[config.mk]
export PLATFORM = sky130hd
export DESIGN_NAME = keypad_scanner
export DESIGN_NICKNAME = d
export VERILOG_FILES = /design/src/rtl/keypad_pkg.sv /design/src/rtl/keypad_frame_classify.sv /design/src/rtl/keypad_scanner.sv
export SDC_FILE = /design/constraint.sdc
export NUM_CORES = 1
export LEC_CHECK = 0
export ABC_AREA = 1
export CORE_MARGIN = 4
export CORE_UTILIZATION = 67
export CTS_BUF_LIST = sky130_fd_sc_hd__clkbuf_16
export DETAILED_ROUTE_END_ITERATION = 8
export PLACE_DENSITY = 0.86
export REMOVE_ABC_BUFFERS = 1
export SLEW_MARGIN = 20
export SYNTH_ARGS = -nofsm -noshare
export SYNTH_HDL_FRONTEND = slang
export SYNTH_HIERARCHICAL = 1
export SYNTH_SLANG_ARGS = --single-unit
[constraint.sdc]
create_clock -name clk -period 11.1 [get_ports clk]
set_clock_uncertainty 0.1 [all_clocks]
set_input_delay 1.665 -clock clk [delete_from_list [all_inputs] [get_ports clk]]
set_output_delay 1.665 -clock clk [all_outputs]
set_load 0.01 [all_outputs]
[src/rtl/keypad_pkg.sv]
// Shared types and constants for the 4x4 keypad scanner.
package keypad_pkg;

    localparam int NUM_ROWS = 4;
    localparam int NUM_COLS = 4;

    typedef enum logic [1:0] {IDLE, DEBOUNCE, HELD, RELEASE} state_t;
    typedef enum logic [1:0] {NONE, SINGLE, MULTI} frame_class_t;

    // Indexed {row,col}; E stands for '*' and F for '#'.
    localparam logic [3:0] LEGEND [16] = '{
        4'h1, 4'h2, 4'h3, 4'hA,
        4'h4, 4'h5, 4'h6, 4'hB,
        4'h7, 4'h8, 4'h9, 4'hC,
        4'hE, 4'h0, 4'hF, 4'hD
    };

    function automatic logic [3:0] legend(input logic [1:0] row, input logic [1:0] col);
        return LEGEND[{row, col}];
    endfunction

endpackage

[src/rtl/keypad_frame_classify.sv]
// Classifies one scan frame: no key, exactly one key (with its position), or several.
module keypad_frame_classify
    import keypad_pkg::*;
(
    input  logic [15:0] pressed,
    output logic [1:0]  frame_class,
    output logic [1:0]  row,
    output logic [1:0]  col
);

    logic [1:0] hits;
    logic [3:0] idx;

    // Hit count saturates at 2; only the single-key case needs the position.
    always_comb begin
        hits = '0;
        idx  = '0;
        for (int i = 0; i < 16; i++) begin
            if (pressed[i]) begin
                idx = 4'(i);
                if (hits != 2'd2) hits = hits + 2'd1;
            end
        end
        case (hits)
            2'd0:    frame_class = NONE;
            2'd1:    frame_class = SINGLE;
            default: frame_class = MULTI;
        endcase
        row = idx[1:0];
        col = idx[3:2];
    end

endmodule

[src/rtl/keypad_scanner.sv]
// 4x4 matrix keypad scanner: column scan, frame-level debounce, hex code + strobe output.
module keypad_scanner
    import keypad_pkg::*;
#(
    parameter int SCAN_DIV       = 1000,
    parameter int DEBOUNCE_SCANS = 4
) (
    input  logic       clk,
    input  logic       rst,
    input  logic [3:0] rows,
    output logic [3:0] cols,
    output logic [3:0] key_code,
    output logic       key_strobe,
    output logic       key_down
);

    localparam int              VEC_W    = NUM_ROWS * NUM_COLS;
    localparam int              DIV_W    = $clog2(SCAN_DIV);
    localparam logic [DIV_W-1:0] DIV_LAST = DIV_W'(SCAN_DIV - 1);
    localparam logic [3:0]      DS       = 4'(DEBOUNCE_SCANS);

    logic [DIV_W-1:0] div;
    logic [3:0]       rows_meta, rows_sync;
    logic [1:0]       col_idx;
    logic [VEC_W-1:0] pressed;
    logic             eval;
    logic             sample;

    assign sample = (div == DIV_LAST);

    always_ff @(posedge clk) begin
        if (rst) begin
            rows_meta <= 4'b1111;
            rows_sync <= 4'b1111;
            div       <= '0;
            col_idx   <= '0;
            cols      <= 4'b1110;
            pressed   <= '0;
            eval      <= 1'b0;
        end else begin
            rows_meta <= rows;
            rows_sync <= rows_meta;
            div       <= sample ? '0 : div + 1'b1;
            eval      <= sample && (col_idx == 2'd3);
            // eval lands on div==0, so the clear never collides with a sample.
            if (eval) pressed <= '0;
            if (sample) begin
                pressed[{col_idx, 2'b00} +: 4] <= ~rows_sync;
                cols    <= {cols[2:0], cols[3]};
                col_idx <= col_idx + 2'd1;
            end
        end
    end

    logic [1:0] cls, f_row, f_col;

    keypad_frame_classify u_classify (
        .pressed     (pressed),
        .frame_class (cls),
        .row         (f_row),
        .col         (f_col)
    );

    state_t     state, state_n;
    logic [3:0] cand, cand_n;     // bit index {col,row} into the pressed vector
    logic [3:0] cnt, cnt_n;
    logic [3:0] code_n;
    logic       strobe_n, down_n, accept;

    always_ff @(posedge clk) begin
        if (rst) begin
            state      <= IDLE;
            cand       <= '0;
            cnt        <= '0;
            key_code   <= '0;
            key_strobe <= 1'b0;
            key_down   <= 1'b0;
        end else begin
            state      <= state_n;
            cand       <= cand_n;
            cnt        <= cnt_n;
            key_code   <= code_n;
            key_strobe <= strobe_n;
            key_down   <= down_n;
        end
    end

    always_comb begin
        state_n  = state;
        cand_n   = cand;
        cnt_n    = cnt;
        code_n   = key_code;
        strobe_n = 1'b0;
        down_n   = key_down;
        accept   = 1'b0;
        if (eval) begin
            case (state)
                IDLE: begin
                    if (cls == SINGLE) begin
                        cand_n  = {f_col, f_row};
                        cnt_n   = 4'd1;
                        state_n = DEBOUNCE;
                        accept  = (cnt_n == DS);
                    end
                end
                DEBOUNCE: begin
                    if (cls == SINGLE && {f_col, f_row} == cand) begin
                        cnt_n  = cnt + 4'd1;
                        accept = (cnt_n == DS);
                    end else begin
                        state_n = IDLE;
                    end
                end
                HELD: begin
                    // Other keys are ignored while the accepted one stays down.
                    if (!pressed[cand]) begin
                        cnt_n   = 4'd1;
                        state_n = RELEASE;
                        if (cnt_n == DS) begin
                            state_n = IDLE;
                            down_n  = 1'b0;
                        end
                    end
                end
                RELEASE: begin
                    if (!pressed[cand]) begin
                        cnt_n = cnt + 4'd1;
                        if (cnt_n == DS) begin
                            state_n = IDLE;
                            down_n  = 1'b0;
                        end
                    end else begin
                        state_n = HELD;
                    end
                end
                default: state_n = IDLE;
            endcase
            if (accept) begin
                state_n  = HELD;
                strobe_n = 1'b1;
                down_n   = 1'b1;
                code_n   = legend(cand_n[1:0], cand_n[3:2]);
            end
        end
    end

endmodule

Word-level counts from Yosys, hierarchy flattened. Memory sizes are Yosys's and may differ from the RTL's. A register that Yosys moved wholly into a read port is not among the register bits. Cells that the tools add are included.

Bits in latches: 0. Register bits after elaboration: 53. Memories kept: 1. Bits of input ports: 6. Bits in writable memories: 0. Output and inout port bits: 10. Memory bits (read-only): 64.

Shift operators: 2. Bitwise gates (word level): 3. Equal/unequal tests: 33. Divide/modulo/power cells: 0. Add/sub/neg operators: 19. $lt $le $gt $ge: 1. Multiply operators: 0. Reductions and logical operators: 12. Mux-type cells: 76.

Memory list: (name not given) (depth 16, bits a word 4, rd ports 1, clocked after Yosys merged registers in 1, write ports 0, RTL line keypad_pkg.sv:19) `return LEGEND[{row, col}];`.

Operators by type and width (number): 2-to-1 mux 2 bit (38); 2-to-1 mux 4 bit (15); 2-to-1 mux 16 bit (3); inequality test 2 bit (second input constant) (18); adder 2 x 1 -> 2 bit (second input constant) (15); bitwise mux 16 bit (1); case mux 4 bit (4 select lines) (1); variable shift 4 x 6 -> 16 bit (first input constant) (1); indexed part select 4 x 6 -> 16 bit (1); 2-to-1 mux 3 bit (4); 2-to-1 mux 1 bit (11); adder 10 x 1 -> 10 bit (second input constant) (1); == test 10 bit (second input constant) (1); AND reduction 5 bit (2); inequality test 3 bit (second input constant) (3); case mux 2 bit (4 select lines) (1); == test 2 x 1 -> 1 bit (second input constant) (3); == test 2 bit (second input constant) (3); negation 4 -> 6 bit (1); less-than comparator 4 x 5 -> 1 bit (second input constant) (1); NOT 4 -> 5 bit (1); adder 4 x 1 -> 4 bit (second input constant) (1); binary-select mux 1 bit (select 4 bit) (1); == test 4 x 3 -> 1 bit (second input constant) (1); other kinds (14) (18).

Longest topological paths before layout. Gate-level depths: netlist of run 1.

Depth after elaboration: 55. Depth in mapped cells: 57.

By module. Netlist of run 1, hierarchy kept.

Modules (own cells, without submodules): keypad_scanner (seq. area each 1141.1 sq um, area each 3015.4 sq um, times used 1, cells an instance 420); keypad_frame_classify (seq. area each 0.0 sq um, area each 1639.1 sq um, times used 1, cells an instance 332).

Worst setup path before layout of run 1. OpenSTA, ideal clock, no wires.

Path type: reg2reg. Start: register pressed[0]. End: register key_code[2]. Path buffers: 0. Clock period less this slack: 5.222 ns. Stages on the path, launching flop included: 54. Arrival: 5.060 ns. Slack: 5.878 ns. Setup time: 0.062 ns. Cell sequence: dfxtp_1 > inv_1 > ha_1 > inv_1 > nand3_1 > nand2_1 > nand2_1 > nand2_1 > nand2_1 > nand2_1 > nand2_1 > nand2_1 > nand2_2 > nand2_2 > nand2_2 > nand2_1 > nand2_2 > inv_1 > (+18 left out) > nor2_2 > nor2_1 > xor2_1 > ha_1 > nand2_1 > nand2_2 > nor2_2 > inv_1 > nor2_4 > nand2_8 > o21ai_2 > inv_2 > ha_1 > o211ai_1 > nand2_1 > nand2_1 > nand2_1 > nor2_2.

Word-level cells in the longest chain between the ends: 54. Elaborated cells between the ends (all ways): 74. Those cells by class: add/sub: 15; eq/ne: 17; mux: 38; bitwise: 1; reduce/logical: 3.

RTL lines: start: declaration (RTL line keypad_scanner.sv:25) `logic [VEC_W-1:0] pressed;`; start signal: indexed assignment (RTL line keypad_scanner.sv:48) `pressed[{col_idx, 2'b00} +: 4] <= ~rows_sync;`; 2-to-1 mux 1 bit * (RTL line keypad_frame_classify.sv:19) `if (pressed[i]) begin`; adder 1 x 1 -> 2 bit / inequality test 1 x 2 -> 1 bit (equally long branches) (RTL line keypad_frame_classify.sv:21) `if (hits != 2'd2) hits = hits + 2'd1;`; 2-to-1 mux 2 bit (RTL line keypad_frame_classify.sv:21); 2-to-1 mux 2 bit * (RTL line keypad_frame_classify.sv:19); adder 2 x 1 -> 2 bit / inequality test 2 bit (equally long branches) (RTL line keypad_frame_classify.sv:21); 2-to-1 mux 2 bit (RTL line keypad_frame_classify.sv:21); 2-to-1 mux 2 bit * (RTL line keypad_frame_classify.sv:19); adder 2 x 1 -> 2 bit / inequality test 2 bit (equally long branches) (RTL line keypad_frame_classify.sv:21); (+39 left out); case mux 2 bit (2 select lines) * (RTL line keypad_frame_classify.sv:24) `case (hits)`; net cls[1] (RTL line keypad_scanner.sv:55) `logic [1:0] cls, f_row, f_col;`; == test 2 x 1 -> 1 bit * (RTL line keypad_scanner.sv:99, keypad_scanner.sv:107); logical AND 1 bit (RTL line keypad_scanner.sv:107) `if (cls == SINGLE && {f_col, f_row} == cand) begin`; 2-to-1 mux 1 bit (RTL line keypad_scanner.sv:107); 2-to-1 mux 1 bit; 2-to-1 mux 1 bit (RTL line keypad_scanner.sv:96) `if (eval) begin`; AND reduction 2 bit (no line); end: declaration (RTL line keypad_scanner.sv:12) `output logic [3:0] key_code,`.

Mark *: on every way through the listed nets, which the timed path passes. The rest lies on a longest branch. The select of a mux whose other input is x is not followed. A chain may end at the register's enable or synchronous reset.

Final worst setup path of run 1. Same ends and word-level chain as after synthesis.

==> impl_metrics.tcl, run 1 <==
set metrics [dict create \
    cp.depth 50 \
    worstMarginPinSlew_ns 0.640 \
    root_buffer "clkbuf_16" \
    synthAdderAreaFrac_pct 4.84 \
    cp.required_ns 11.26 \
    critPathCapture "key_code[2]" \
    syn_inst 752 \
    dp.cells 833 \
    setup_tns_ns 0 \
    synth_simple_gate_area_share_pct 50.4 \
    grt_remaining_overflow 0 \
    busiest_layer "met2" \
    ys.flop_type "dfxtp_1" \
    maxCapViolCount 0 \
    worst_r2r_endpoint "key_code[2]" \
    clockBufferDepth 2 \
    yosysUniqueCellTypes 42 \
    antenna_found_initial 0 \
    wl_um 10600 \
    hold_slack_ns 0.309 \
    r2r_slack_ns 4.99 \
    rsz0062_at_grt "false" \
    cts_resized 0 \
    clkLatencyLatePin_ns 0.32 \
    cpMostUsedCell "nand2_1" \
    num_vias 4753 \
    fillers 539 \
    io-pin-count 16 \
    synth_xor_area_share_pct 0.753 \
    status "finished clean" \
    vias_per_cell 5.60 \
    worstSetupPathType "flop to flop" \
    drt_iter0_markers 308 \
    multi_input_area_um2 3060 \
    synth.top_cell.area_share_pct 24.5 \
    portBuffers 15 \
    htreeDepth 3 \
    setup_viol 0 \
    p_leak_uw 0.00223 \
    clock.fmax_mhz 164 \
    yosysTopAreaCell "dfxtp_1" \
    holdPathStages 1 \
    grt_use_met2_pct 46.1 \
    synth_edf_count 0 \
    initial_core_util_pct 68.9 \
    path_clk_slew_ns 0.05 \
    cpMaxStageDelayCell "dfxtp_1" \
    r2r-start "pressed[0]" \
    drive_above_1_share_pct 16.4 \
    tritoncts "yes" \
    yosysMostFrequentCell "nand2_1" \
    crit_path_end_kind "flop" \
    reg2regPathDepth 50 \
    cts_buffers 9 \
    die-area_um2 8340 \
    cp.arrival_ns 6.27 \
    register_area_um2 1140 \
    die_w_um 91.4 \
    synth_compound_area_share_pct 9.87 \
    track_usage_pct 26.3 \
    synth_commonest_cells "232 x nand2_1, 84 x nand3_1, 70 x inv_1, 62 x nor2_1, 57 x dfxtp_1" \
    ys_seq_area_share_pct 24.5 \
    cts_sinks 57 \
    worst_path_largest_cell_delay_ns 0.42 \
    vdd_drop_max_mv 0.117 \
    synth_top_family_by_area "simple AND/OR/NAND/NOR gates" \
    hold_viol 0 \
    period_needed_ns 6.11 \
    worstSetupStartpointType "flop" \
    synth.area.mux_share_pct 0 \
    synth_area_um2 4650 \
    crit_start "pressed[0]" \
    area_growth_pct 9.17 \
    grt_max_degree 31 \
    maxSlewHeadroom_pct 57.0 \
    drcViolationCount 0 \
    period_share_pct 55.0 \
    hold_class "flop to flop" \
    synth_seq_cells 57 \
    grt_pass1_vias 4381 \
    coreArea_um2 6760 \
    ys.warnings.count 6 \
    crit_buf_inv 6 \
    slew_violations 0 \
    wl_per_cell_um 12.5 \
    nNetsFinal 788 \
    grt_util_met1_pct 31.3 \
    hold_buffers 0 \
    crit_path_max_fanout 10 \
    async_reset_ff_share_pct 0 \
    dp_hpwl_um 7610 \
    met3_usage_pct 4.47 \
    die_y_um 91.4 \
    antenna_cells 0 \
    grt_pass1_wl_um 18600 \
    avgSynthCellArea_um2 6.19 \
    first_pass_iters 5 \
    stdcell_count 849 \
    cts_setup_buffers 0 \
    synth_area_leaders "dfxtp_1 25%, nand2_1 19%, nand3_1 9.0%" \
    power.density_nw_per_um2 94.8 \
    place.gp.congestion 0.893 \
    num_rows 30 \
    detail-route-antenna-nets 0 \
    cp_top_family "simple AND/OR/NAND/NOR gates" \
    post-route-util_pct 75.2 \
]
==> per-layer routing <==
metal  vias up  wire length [um]
li1       2434                 -
met1      2153              4670
met2       132              5240
met3        34               441
met4         0               246
met5         -                 0
==> flip-flops by register name (all words and copies together), names as in the netlist, 4 cells and up <==
register	cells
pressed	16
div	10
cand	4
cnt	4
cols	4
key_code	4
rows_meta	4
rows_sync	4
==> where the power goes <==
group / total [uW] / switching [uW] / internal [uW]
Combinational: 9.80 / 5.67 / 4.14
Sequential: 209 / 1.42 / 207
Clock: 263 / 92.5 / 171
==> stage by stage <==
step / setup WS, ns / area, um2 / total power (uW)
3_5_place_dp: 5.14 / 4790 / 222
4_1_cts: 5.07 / 5080 / 484
3_3_place_gp: 5.35 / 4790 / 222
6_report: 4.99 / 5080 / 482
2_1_floorplan: 5.84 / 4540 / 217
5_1_grt: 4.26 / 5080 / 497
==> cell usage in the layout (no fill, tap or decap), types with 8 or more instances in the layout <==
master / count
a21oi_1: 44
clkbuf_16: 9
clkdlybuf4s50_1: 15
dfxtp_1: 57
ha_1: 18
inv_1: 71
inv_2: 15
nand2_1: 232
nand2_2: 43
nand3_1: 84
nand3_2: 9
nand4_1: 9
nor2_1: 62
nor2_2: 11
nor2_4: 8
o21ai_0: 19
or2_2: 11
==> kinds of logic after synthesis <==
kind of cell             Yosys count
AND/OR/NAND/NOR                  490
buffers and inverters            103
flip-flops                        57
XOR/XNOR                           4
AO/OA/AOI/OAI                     80
adder cells (fa/ha/maj)           18
==> how the worst min path moves through the flow <==
stage / to / from
5_1_grt: rows_sync[0] / rows_meta[0]
6_report: rows_sync[2] / rows_meta[2]
2_1_floorplan: rows_sync[0] / rows_meta[0]
3_5_place_dp: rows_sync[2] / rows_meta[2]
4_1_cts: rows_sync[2] / rows_meta[2]
3_3_place_gp: rows_sync[0] / rows_meta[0]
==> cell type report <==
| class | instances | area share (%) |
|---|---|---|
| Clock inverter | 7 | 1.23 |
| Timing Repair Buffer | 16 | 3.10 |
| Clock buffer | 9 | 4.43 |
| Inverter | 88 | 6.50 |
| Multi-Input combinational cell | 592 | 60.3 |
| Tap cell | 80 | 1.97 |
| Sequential cell | 57 | 22.5 |
No activity file was read; power rests on OpenSTA's default activity.
==> run 2: changes to the inputs <==
- CORE_UTILIZATION: 67 -> 56
- PLACE_DENSITY: 0.86 -> 0.77
- clock period: 11.1 -> 4.9 ns (I/O delays scaled with it)
==> impl_metrics.tcl, run 2 (synthesis results as in run 1) <==
set metrics [dict create \
    status "finished with violations" \
    violations "setup timing" \
    min_from "rows_meta[0]" \
    htreeDepth 3 \
    vdd_drop_max_mv 0.249 \
    worst_r2r_endpoint "cnt[3]" \
    die_y_um 99.2 \
    drcViolationCount 0 \
    p_leak_uw 0.00269 \
    antenna_cells 0 \
    holdPathStages 1 \
    dp_hpwl_um 7620 \
    power.density_nw_per_um2 175 \
    worstMarginPinSlew_ns 0.594 \
    reg2regPathDepth 53 \
    root_buffer "clkbuf_16" \
    grt_max_degree 31 \
    slew_violations 0 \
    pre_cts_ws_ns -0.767 \
    cts_buffers 9 \
    top_register "pressed" \
    rsz0062_at_grt "true" \
    maxCapViolCount 0 \
    worstSetupPathType "flop to flop" \
    first_pass_iters 5 \
    worst_path_largest_cell_delay_ns 0.36 \
    setup_viol 16 \
    r2r-start "pressed[1]" \
    die-area_um2 9830 \
    hold_slack_ns 0.313 \
    tritoncts "yes" \
    antenna_found_initial 0 \
    cpMaxStageDelayCell "dfxtp_2" \
    wl_per_cell_um 13.7 \
    cp.required_ns 5.01 \
    hold_viol 0 \
    worstSetupStartpointType "flop" \
    crit_start "pressed[1]" \
    postLayoutCellArea_um2 6290 \
    grt_pass1_wl_um 19500 \
    die_w_um 99.2 \
    grt_remaining_overflow 0 \
    worst_slack_ns -0.855 \
    clock.fmax_mhz 174 \
    num_rows 32 \
    portBuffers 15 \
    clockBufferDepth 2 \
    initial_core_util_pct 59.0 \
    coreArea_um2 7890 \
    largest_register_ffs 16 \
    cts_sinks 57 \
    r2r_slack_ns -0.85 \
    track_usage_pct 23.2 \
    path_clk_slew_ns 0.05 \
    area_growth_pct 35.1 \
    grt_pass1_vias 4586 \
    final_cell_mix "169 x nand2_1, 71 x nand2_2, 63 x nand3_1" \
    wl_um 12700 \
    drive_above_1_share_pct 38.8 \
    vias_per_cell 5.52 \
    period_share_pct 117 \
    drt_iter0_markers 313 \
    crit_path_max_fanout 8 \
    nNetsFinal 842 \
    hold_buffers 0 \
    hold_path_end "rows_sync[0]" \
    place.gp.congestion 0.886 \
    dpl_cell_area_um2 5010 \
    post-route-util_pct 79.7 \
    period_needed_ns 5.75 \
    hold_class "flop to flop" \
    detail-route-antenna-nets 0 \
    cpMostUsedCell "nand2_2" \
    layout_commonest_cell "nand2_1" \
    cp.arrival_ns 5.87 \
    crit_path_end_kind "flop" \
    reg_top3 "pressed (16), div (10)" \
    clkLatencyLatePin_ns 0.33 \
    io-pin-count 16 \
    num_vias 5104 \
    maxSlewHeadroom_pct 60.1 \
]
-- run 2: how the worst max path moves through the flow --
stage / endpoint / depth (start not counted)
after global routing: state[1] / 53
after CTS: key_code[2] / 52
after global placement: key_code[2] / 50
after floorplan: key_code[2] / 52
after detailed placement: key_code[2] / 49
final: cnt[3] / 53
-- run 2: area by class of cell --
cell class                      count  area, um2
Timing Repair Buffer               70        597
Tap cell                          102        128
Inverter                           88        340
Clock inverter                      7       63.8
Clock buffer                        9        225
Multi-Input combinational cell    592       3790
Fill cell                         534       1600
Sequential cell                    57       1140
-- run 2: layer usage --
metal | global-route usage (%) | vias to the layer above | share of wire (%)
li1 | - | 2536 | -
met1 | 28.3 | 2387 | 42
met2 | 41.3 | 142 | 52
met3 | 3.44 | 39 | 3.4
met4 | 8.82 | 0 | 2.6
met5 | 0 | - | 0
-- run 2: where the power goes --
| group | total, uW | internal (uW) | switching (uW) |
|---|---|---|---|
| clock network | 605 | 388 | 217 |
| registers | 472 | 469 | 3.03 |
| logic | 21.7 | 9.43 | 12.3 |
| total | 1100 | 866 | 233 |
-- run 2: what timing repair did --
item | CTS | global route
setup buffers | 14 | 16
setup endpoints to repair | 16 | 16
pin swaps | 45 | 100
gates resized for setup | 74 | 139
-- run 2: stage by stage --
stage | power, uW | setup TNS, ns | instances
floorplan | 492 | -1.21 | 737
global placement | 502 | -6.38 | 880
detailed placement | 503 | -8.69 | 880
CTS | 1100 | -7.94 | 910
global route | 1130 | -17.32 | 925
finish | 1100 | -11.93 | 925
-- run 2: critical path, delay by kind of cell, from the launching register on --
| kind | cells | cell delay, ns |
|---|---|---|
| xor+xnor | 1 | 0.24 |
| compound gates | 1 | 0.26 |
| simple gates | 42 | 3.76 |
| buf+inv | 7 | 0.49 |
| fa+ha+maj | 2 | 0.42 |
| flops | 1 | 0.36 |
==> run 3: changes to the inputs <==
- CORE_UTILIZATION: 56 -> 58
- CTS_BUF_LIST: sky130_fd_sc_hd__clkbuf_16 -> sky130_fd_sc_hd__clkbuf_2
- PLACE_DENSITY: 0.77 -> 0.79
==> impl_metrics.tcl, run 3 (synthesis results as in run 1) <==
set metrics [dict create \
    violations "setup timing" \
    antenna_cells 0 \
    worst_slack_ns -0.805 \
    hold_class "flop to flop" \
    place.gp.congestion 0.922 \
    vias_per_cell 5.50 \
    period_needed_ns 5.71 \
    cts_sinks 57 \
    die_y_um 97.6 \
    vdd_drop_max_mv 0.202 \
    crit_path_max_fanout 7 \
    portBuffers 15 \
    hold_slack_ns 0.328 \
    cpMostUsedCell "nand2_2" \
    slew_violations 0 \
    power.density_nw_per_um2 133 \
    pwr-share-clk_pct 37.8 \
    drt_iter0_markers 340 \
    top_register "pressed" \
    worst_path_largest_cell_delay_ns 0.53 \
    initial_core_util_pct 59.9 \
    num_rows 32 \
    p_leak_uw 0.00254 \
    antenna_found_initial 0 \
    grt_max_degree 31 \
    worstMarginPinSlew_ns 0.644 \
    worstSetupPathType "flop to flop" \
    grt_pass1_wl_um 19100 \
    htreeDepth 3 \
    die-area_um2 9520 \
    cpMaxStageDelayCell "dfxtp_1" \
    cts_buffers 9 \
    crit_path_end_kind "flop" \
    grt_remaining_overflow 0 \
    p_sw_share_pct 25.2 \
    clock.fmax_mhz 175 \
    seqPwrFrac_pct 59.4 \
    tritoncts "yes" \
    cp.arrival_ns 5.98 \
    path_clk_slew_ns 0.18 \
    first_pass_iters 5 \
    die_w_um 97.6 \
    io-pin-count 16 \
    rsz0062_at_grt "true" \
    hold_viol 0 \
    area_growth_pct 28.5 \
    status "finished with violations" \
    hold_buffers 0 \
    clkLatencyLatePin_ns 0.49 \
    clockBufferDepth 2 \
    layout_commonest_cell "nand2_1" \
    power.total_uw 795 \
    p_sw_uw 200 \
    setup_viol 16 \
    period_share_pct 116 \
    detail-route-antenna-nets 0 \
    num_vias 5042 \
    coreArea_um2 7770 \
    maxCapViolCount 0 \
    dp_hpwl_um 7750 \
    wl_per_cell_um 13.2 \
    p_comb_share_pct 2.8 \
    wl_um 12100 \
    cp.required_ns 5.17 \
    maxSlewHeadroom_pct 57.0 \
    reg_top3 "pressed (16), div (10)" \
    largest_register_ffs 16 \
    drcViolationCount 0 \
    internal_power_uw 595 \
    track_usage_pct 22.9 \
    grt_pass1_vias 4676 \
    drive_above_1_share_pct 38.1 \
    final_cell_mix "165 x nand2_1, 80 x nand2_2, 60 x nand3_1" \
    root_buffer "clkbuf_2" \
    worstSetupStartpointType "flop" \
    nNetsFinal 833 \
]
[run 3: cell count changes in the layout (fill, tap and decap cells not counted), moves of 5 or more]
cell       before  now
nand3_2        23   31
nand2_4        37   32
nand3_4         7    2
clkbuf_16       9    0
clkbuf_2        0    9
buf_4          46   39
nand2_2        71   80
[run 3: power groups by stage]
| stage | Clock (uW) | Sequential, uW | Combinational [uW] |
|---|---|---|---|
| 6_report | 301 | 472 | 22.2 |
| 5_1_grt | 335 | 473 | 25.4 |
| 4_1_cts | 308 | 472 | 22.1 |
| 3_5_place_dp | 0 | 482 | 22.1 |
| 3_3_place_gp | 0 | 482 | 20.6 |
| 2_1_floorplan | 0 | 481 | 11.1 |
[run 3: per-stage QoR]
step	utilization [%]	TNS, ns	instance area [um2]	instances	setup WS (ns)
2_1_floorplan	-	-1.21	4540	737	-0.358
3_3_place_gp	64.5	-6.23	5010	880	-0.574
3_5_place_dp	64.5	-8.87	5010	880	-0.745
4_1_cts	69.6	-7.32	5410	904	-0.598
5_1_grt	77.0	-16.20	5980	916	-1.21
6_report	77.0	-9.62	5980	916	-0.805
[run 3: critical path, delay by kind of cell, from the launching register on]
kind / cells / cell delay [ns]
fa+ha+maj: 2 / 0.41
simple gates: 32 / 2.90
buf+inv: 8 / 0.81
compound gates: 5 / 0.84
flops: 1 / 0.53
[run 3: final cells by class]
class | instances | area [um2]
multi-input cells | 593 | 3740
fillers | 592 | 1790
flip-flops and latches | 57 | 1140
repair buffers | 60 | 514
inverters | 88 | 338
well taps | 102 | 128
clock inverters | 7 | 70.1
clock buffers | 9 | 45.0
[run 3: per-layer routing]
metal	up-vias	part of all wire, %	track usage, %
li1	2518	-	-
met1	2378	44	27.7
met2	114	51	41.1
met3	32	3.1	3.88
met4	0	2.1	7.14
met5	-	0	0
[run 3: what timing repair did]
item,4_1_cts,5_1_grt
resized for setup,69,128
buffers inserted,7,12
cloned,1,0
pin swaps,34,57
endpoints found under the setup margin,16,16
[run 3: final timing paths]
path                startpoint           end  slack (ns)  depth (start not counted)
hold / removal    rows_meta[0]  rows_sync[0]        0.33                          1
setup / recovery    pressed[2]   key_code[1]       -0.81                         47
hold reg to reg   rows_meta[0]  rows_sync[0]        0.33                          1
setup reg to reg    pressed[2]   key_code[1]       -0.81                         47
